## config.mk

```make
export PLATFORM = sky130hd
export DESIGN_NAME = layer_neuron_array
export DESIGN_NICKNAME = d
export VERILOG_FILES = /design/src/rtl/layer_neuron_array.sv
export SDC_FILE = /design/constraint.sdc
export NUM_CORES = 2
export LEC_CHECK = 0
export ABC_AREA = 1
export BUFFER_PORTS_ARGS = -buffer_cell sky130_fd_sc_hd__buf_2
export CAP_MARGIN = 20
export CORE_ASPECT_RATIO = 0.8
export CORE_UTILIZATION = 67
export CTS_CLUSTER_DIAMETER = 120
export DETAILED_ROUTE_END_ITERATION = 16
export PLACE_DENSITY = 0.86
export SLEW_MARGIN = 10
export SYNTH_ARGS = -nofsm -noshare
export SYNTH_HDL_FRONTEND = slang
export SYNTH_SLANG_ARGS = --single-unit
```

## constraint.sdc

```tcl
create_clock -name clk -period 11.55 [get_ports clk]
set_input_delay 2.31 -clock clk [delete_from_list [all_inputs] [get_ports clk]]
set_output_delay 2.31 -clock clk [all_outputs]
set_load 0.03 [all_outputs]
```

## src/rtl/layer_neuron_array.sv

```systemverilog
// Time-multiplexed fully-connected layer: one input lane per cycle, all neurons
// accumulate in parallel, then scale and saturate into offset-binary LUT addresses.
module layer_neuron_array #(
  parameter int NUM_NEURON      = 6,
  parameter int INPUT_SIZE      = 9,
  parameter int WEIGHT_SIZE     = 17,
  parameter int OUTPUT_SIZE     = 10,
  parameter int INPUT_FRACTION  = 8,
  parameter int WEIGHT_FRACTION = 8,
  parameter int FRACTION_BITS   = 7,
  parameter int ADDR_SIZE       = 10
) (
  input  logic                                        clk,
  input  logic                                        rst,
  input  logic                                        layer_start,
  input  logic [NUM_NEURON-1:0]                       active,
  input  logic [NUM_NEURON*INPUT_SIZE-1:0]            layer_input,
  input  logic [NUM_NEURON*NUM_NEURON*WEIGHT_SIZE-1:0] layer_weights,
  output logic [NUM_NEURON*ADDR_SIZE-1:0]             layer_output,
  output logic [NUM_NEURON-1:0]                       layer_output_valid,
  output logic                                        busy
);

  localparam int ACC_W  = INPUT_SIZE + WEIGHT_SIZE + 1 + $clog2(NUM_NEURON);
  localparam int PROD_W = INPUT_SIZE + 1 + WEIGHT_SIZE;
  localparam int SHIFT  = INPUT_FRACTION + WEIGHT_FRACTION - FRACTION_BITS;
  localparam int LANE_W = (NUM_NEURON > 1) ? $clog2(NUM_NEURON) : 1;
  localparam logic [LANE_W-1:0] LAST_LANE = LANE_W'(NUM_NEURON - 1);

  typedef enum logic [1:0] {
    IDLE,
    ACCUM,
    DONE
  } state_t;

  state_t state, state_nx;

  logic        [INPUT_SIZE-1:0]  in_q  [NUM_NEURON];
  logic signed [WEIGHT_SIZE-1:0] w_q   [NUM_NEURON][NUM_NEURON];
  logic        [NUM_NEURON-1:0]  act_q;
  logic signed [ACC_W-1:0]       acc   [NUM_NEURON];
  logic        [LANE_W-1:0]      lane;

  logic signed [INPUT_SIZE:0]    x;
  logic signed [PROD_W-1:0]      prod  [NUM_NEURON];
  logic signed [ACC_W-1:0]       sh    [NUM_NEURON];
  logic        [ADDR_SIZE-1:0]   res   [NUM_NEURON];

  assign busy = (state != IDLE);

  always_ff @(posedge clk or negedge rst) begin
    if (!rst) state <= IDLE;
    else      state <= state_nx;
  end

  always_comb begin
    state_nx = state;
    unique case (state)
      IDLE:    if (layer_start) state_nx = ACCUM;
      ACCUM:   if (lane == LAST_LANE) state_nx = DONE;
      DONE:    state_nx = IDLE;
      default: state_nx = IDLE;
    endcase
  end

  // Current lane's input times each neuron's weight, gated by both active bits
  always_comb begin
    x = $signed({1'b0, in_q[lane]});
    for (int n = 0; n < NUM_NEURON; n++) begin
      prod[n] = '0;
      if (act_q[lane] && act_q[n])
        prod[n] = PROD_W'(x) * PROD_W'(w_q[n][lane]);
    end
  end

  // Floor shift, then saturate; offset binary is the sign bit inverted
  always_comb begin
    for (int n = 0; n < NUM_NEURON; n++) begin
      sh[n] = acc[n] >>> SHIFT;
      if (&sh[n][ACC_W-1:OUTPUT_SIZE-1] || ~|sh[n][ACC_W-1:OUTPUT_SIZE-1])
        res[n] = {~sh[n][OUTPUT_SIZE-1], sh[n][OUTPUT_SIZE-2:0]};
      else if (sh[n][ACC_W-1])
        res[n] = '0;
      else
        res[n] = '1;
    end
  end

  always_ff @(posedge clk or negedge rst) begin
    if (!rst) begin
      act_q              <= '0;
      lane               <= '0;
      layer_output       <= '0;
      layer_output_valid <= '0;
      for (int n = 0; n < NUM_NEURON; n++) begin
        in_q[n] <= '0;
        acc[n]  <= '0;
        for (int i = 0; i < NUM_NEURON; i++) w_q[n][i] <= '0;
      end
    end else begin
      layer_output_valid <= '0;
      unique case (state)
        IDLE: begin
          if (layer_start) begin
            act_q <= active;
            lane  <= '0;
            for (int n = 0; n < NUM_NEURON; n++) begin
              in_q[n] <= layer_input[n*INPUT_SIZE +: INPUT_SIZE];
              acc[n]  <= '0;
              for (int i = 0; i < NUM_NEURON; i++)
                w_q[n][i] <= layer_weights[(n*NUM_NEURON+i)*WEIGHT_SIZE +: WEIGHT_SIZE];
            end
          end
        end
        ACCUM: begin
          lane <= lane + 1'b1;
          for (int n = 0; n < NUM_NEURON; n++)
            acc[n] <= acc[n] + {{(ACC_W-PROD_W){prod[n][PROD_W-1]}}, prod[n]};
        end
        DONE: begin
          lane               <= '0;
          layer_output_valid <= act_q;
          for (int n = 0; n < NUM_NEURON; n++)
            layer_output[n*ADDR_SIZE +: ADDR_SIZE] <= res[n];
        end
        default: lane <= '0;
      endcase
    end
  end

endmodule
```

==> flow_summary.ini <==
[timing]
hold_violations = 0
finClkSkew_ns = 0.0349
slew_headroom_pct = 21.9
rsz0062_at_grt = false
min_period_ns = 9.91
maxSlewViolCount = 0
fin_crit_sh_pct = 85.8
fmax_ghz = 0.101
setup_tns_ns = 0
worstMarginPinSlew_ns = 1.17
fin_ws_ns = 1.64
setup_viol = 0

[yosys]
async_reset_ff_share_pct = 100
yosys_warnings = 0
synth.distinct_cells = 62
postSynthCellCount = 11400
ys_seq_area_share_pct = 27.3
synth_nets = 13400
synth_edf_count = 0
netlist_area_sq_um = 84600
ys_ff_latch = 923
synth_area_per_cell_sq_um = 7.44
synthTopCellsByArea = dfrtp_1 (27%), fa_1 (18%), nand2_1 (17%)
yosysTopAreaCellShare_pct = 27.3
synth_top_cell_by_area = dfrtp_1
ys.flop_type = dfrtp_1

[clock_tree]
cts_inserted_buffers = 96
clock-sinks = 923
post_cts_buffers = 0
cts_tree = done
postCtsHoldBufs = 0
cts-root-buf = clkbuf_16
cts-htree-levels = 3
insertion_delay_ns = 0.76
ctsResizeCount = 0
cts_buffer_depth = 3
clkTransAtPathRegs_ns = 0.07

[floorplanning]
start_util_pct = 67.6
io_pins = 742
fp.dieH_um = 320
die_area_sq_um = 128000
coreArea_sq_um = 125000
die_x_um = 399
rows = 116

[place]
place.port_buffers = 741
dpl.hpwl_um = 204000
place_ws_ns = 1.77
gp_congestion = 1.01

[job]
cap_violations = 0

[finish]
nets = 13800
drive_gt1_share_pct = 9.60
area_growth_pct = 9.64

[critical_path]
cp.buffers_inverters = 7
cp.depth = 39
cp_slowest_stage_delay_ns = 0.72
endpoint_kind = flip-flop
cp_max_fo = 230
cp.arrival_ns = 10.51
cp.required_ns = 12.15
start_kind = flip-flop
cp_common_cell = nand2_1
crit_family = adder cells
cp_slowest_cell = buf_4
crit_type = reg -> reg
ff2ff_path_depth = 39

[outcome]
outcome = completed

[grt]
grt_overflow = 0
grt_max_degree = 231
grt_usage_pct = 42.9
grt_antenna_before_repair = 37
grt_pass1_wl_um = 429000
grt_pass1_vias = 81000

[worst_hold_path]
hold_path_class = reg -> reg
min_path_cells = 2

[routing]
drt_pass1_iterations = 9
drtAntennaViolNets = 0
drtIter0Drc = 9206
num_vias = 80000
wl_um = 271000
drc = 0
via_per_inst = 5.88
wl_per_cell_um = 19.9
tightest hold or removal path: stages, from the launching register on:
cell and delay [ns]:
dfrtp_1 0.34, nand2_1 0.05, nand2_1 0.05
Yosys cell counts (95+ instances only):
cell type,n
buf_2,117
nand3_1,158
a21oi_1,578
dfrtp_1,923
o21ai_2,95
fa_1,780
inv_1,1793
nand2_1,3908
nor2_1,689
o22ai_1,119
ha_1,529
o21ai_0,799
clkbuf_1,260
layer usage:
layer | GRT usage, % | wire, um
met1 | 52.9 | 101000
met2 | 69.1 | 127000
met3 | 8.30 | 24700
met4 | 27.6 | 19500
met5 | 0 | 28
area by class of cell:
| cell class | instances | area, sq um |
|---|---|---|
| Antenna cell | 39 | 97.6 |
| Clock buffer | 129 | 2750 |
| Clock inverter | 51 | 643 |
| Fill cell | 9705 | 32400 |
| Inverter | 1816 | 6840 |
| Multi-Input combinational cell | 8203 | 52900 |
| Sequential cell | 923 | 23100 |
| Tap cell | 1652 | 2070 |
| Timing Repair Buffer | 800 | 4340 |
registers in the layout (all words and copies together), names as in the netlist:
register and count:
lane 3, in_q 54, act_q 6, layer_output 60
w_q 612, acc 180, state 2, layer_output_valid 6
kinds of logic (layout without fill, tap and decap cells):
group	after synthesis	after routing	share of synthesized area (%)
compound gates	1826	1826	12.1
xor+xnor	122	122	1.28
fa+ha+maj	1309	1309	26.3
buf+inv	2242	2796	10.3
flops	923	923	27.3
other cells	0	39	0
simple gates	4946	4946	22.7
per-stage QoR:
step                std cells  hold WS, ns  area (sq um)  util, %
detailed placement      13400        0.453         89200     71.3
global route            13600        0.481         92700     74.1
floorplan               11400        0.434         84600        -
finish                  13600        0.468         92700     74.1
global placement        13400        0.448         89200     71.3
CTS                     13600        0.468         92600     74.0
placed cells by master (no fill, tap or decap), drive strengths merged, types with 119 or more instances in the layout:
cell / instances
nand3: 160
o22ai: 119
nor2: 695
clkbuf: 129
inv: 1812
buf: 800
fa: 780
dfrtp: 923
o21ai: 931
nand2: 3922
ha: 529
a21oi: 579
final timing paths:
| kind | start | endpoint | slack (ns) |
|---|---|---|---|
| worst max-delay path | lane[0]$_DFFE_PN0P_ | acc[24]$_DFFE_PN0P_ | 1.64 |
| worst min-delay path | w_q[486]$_DFFE_PN0P_ | w_q[486]$_DFFE_PN0P_ | 0.47 |
| worst max register to register | lane[0]$_DFFE_PN0P_ | acc[24]$_DFFE_PN0P_ | 1.64 |
| worst min register to register | w_q[486]$_DFFE_PN0P_ | w_q[486]$_DFFE_PN0P_ | 0.47 |
| max in group asynchronous | rst | w_q[174]$_DFFE_PN0P_ | 7.56 |
| min in group asynchronous | rst | w_q[118]$_DFFE_PN0P_ | 1.64 |
Power is left out: the tool's default activity adds up to more than one toggle a clock period on the data nets, which glitch-free logic cannot reach.
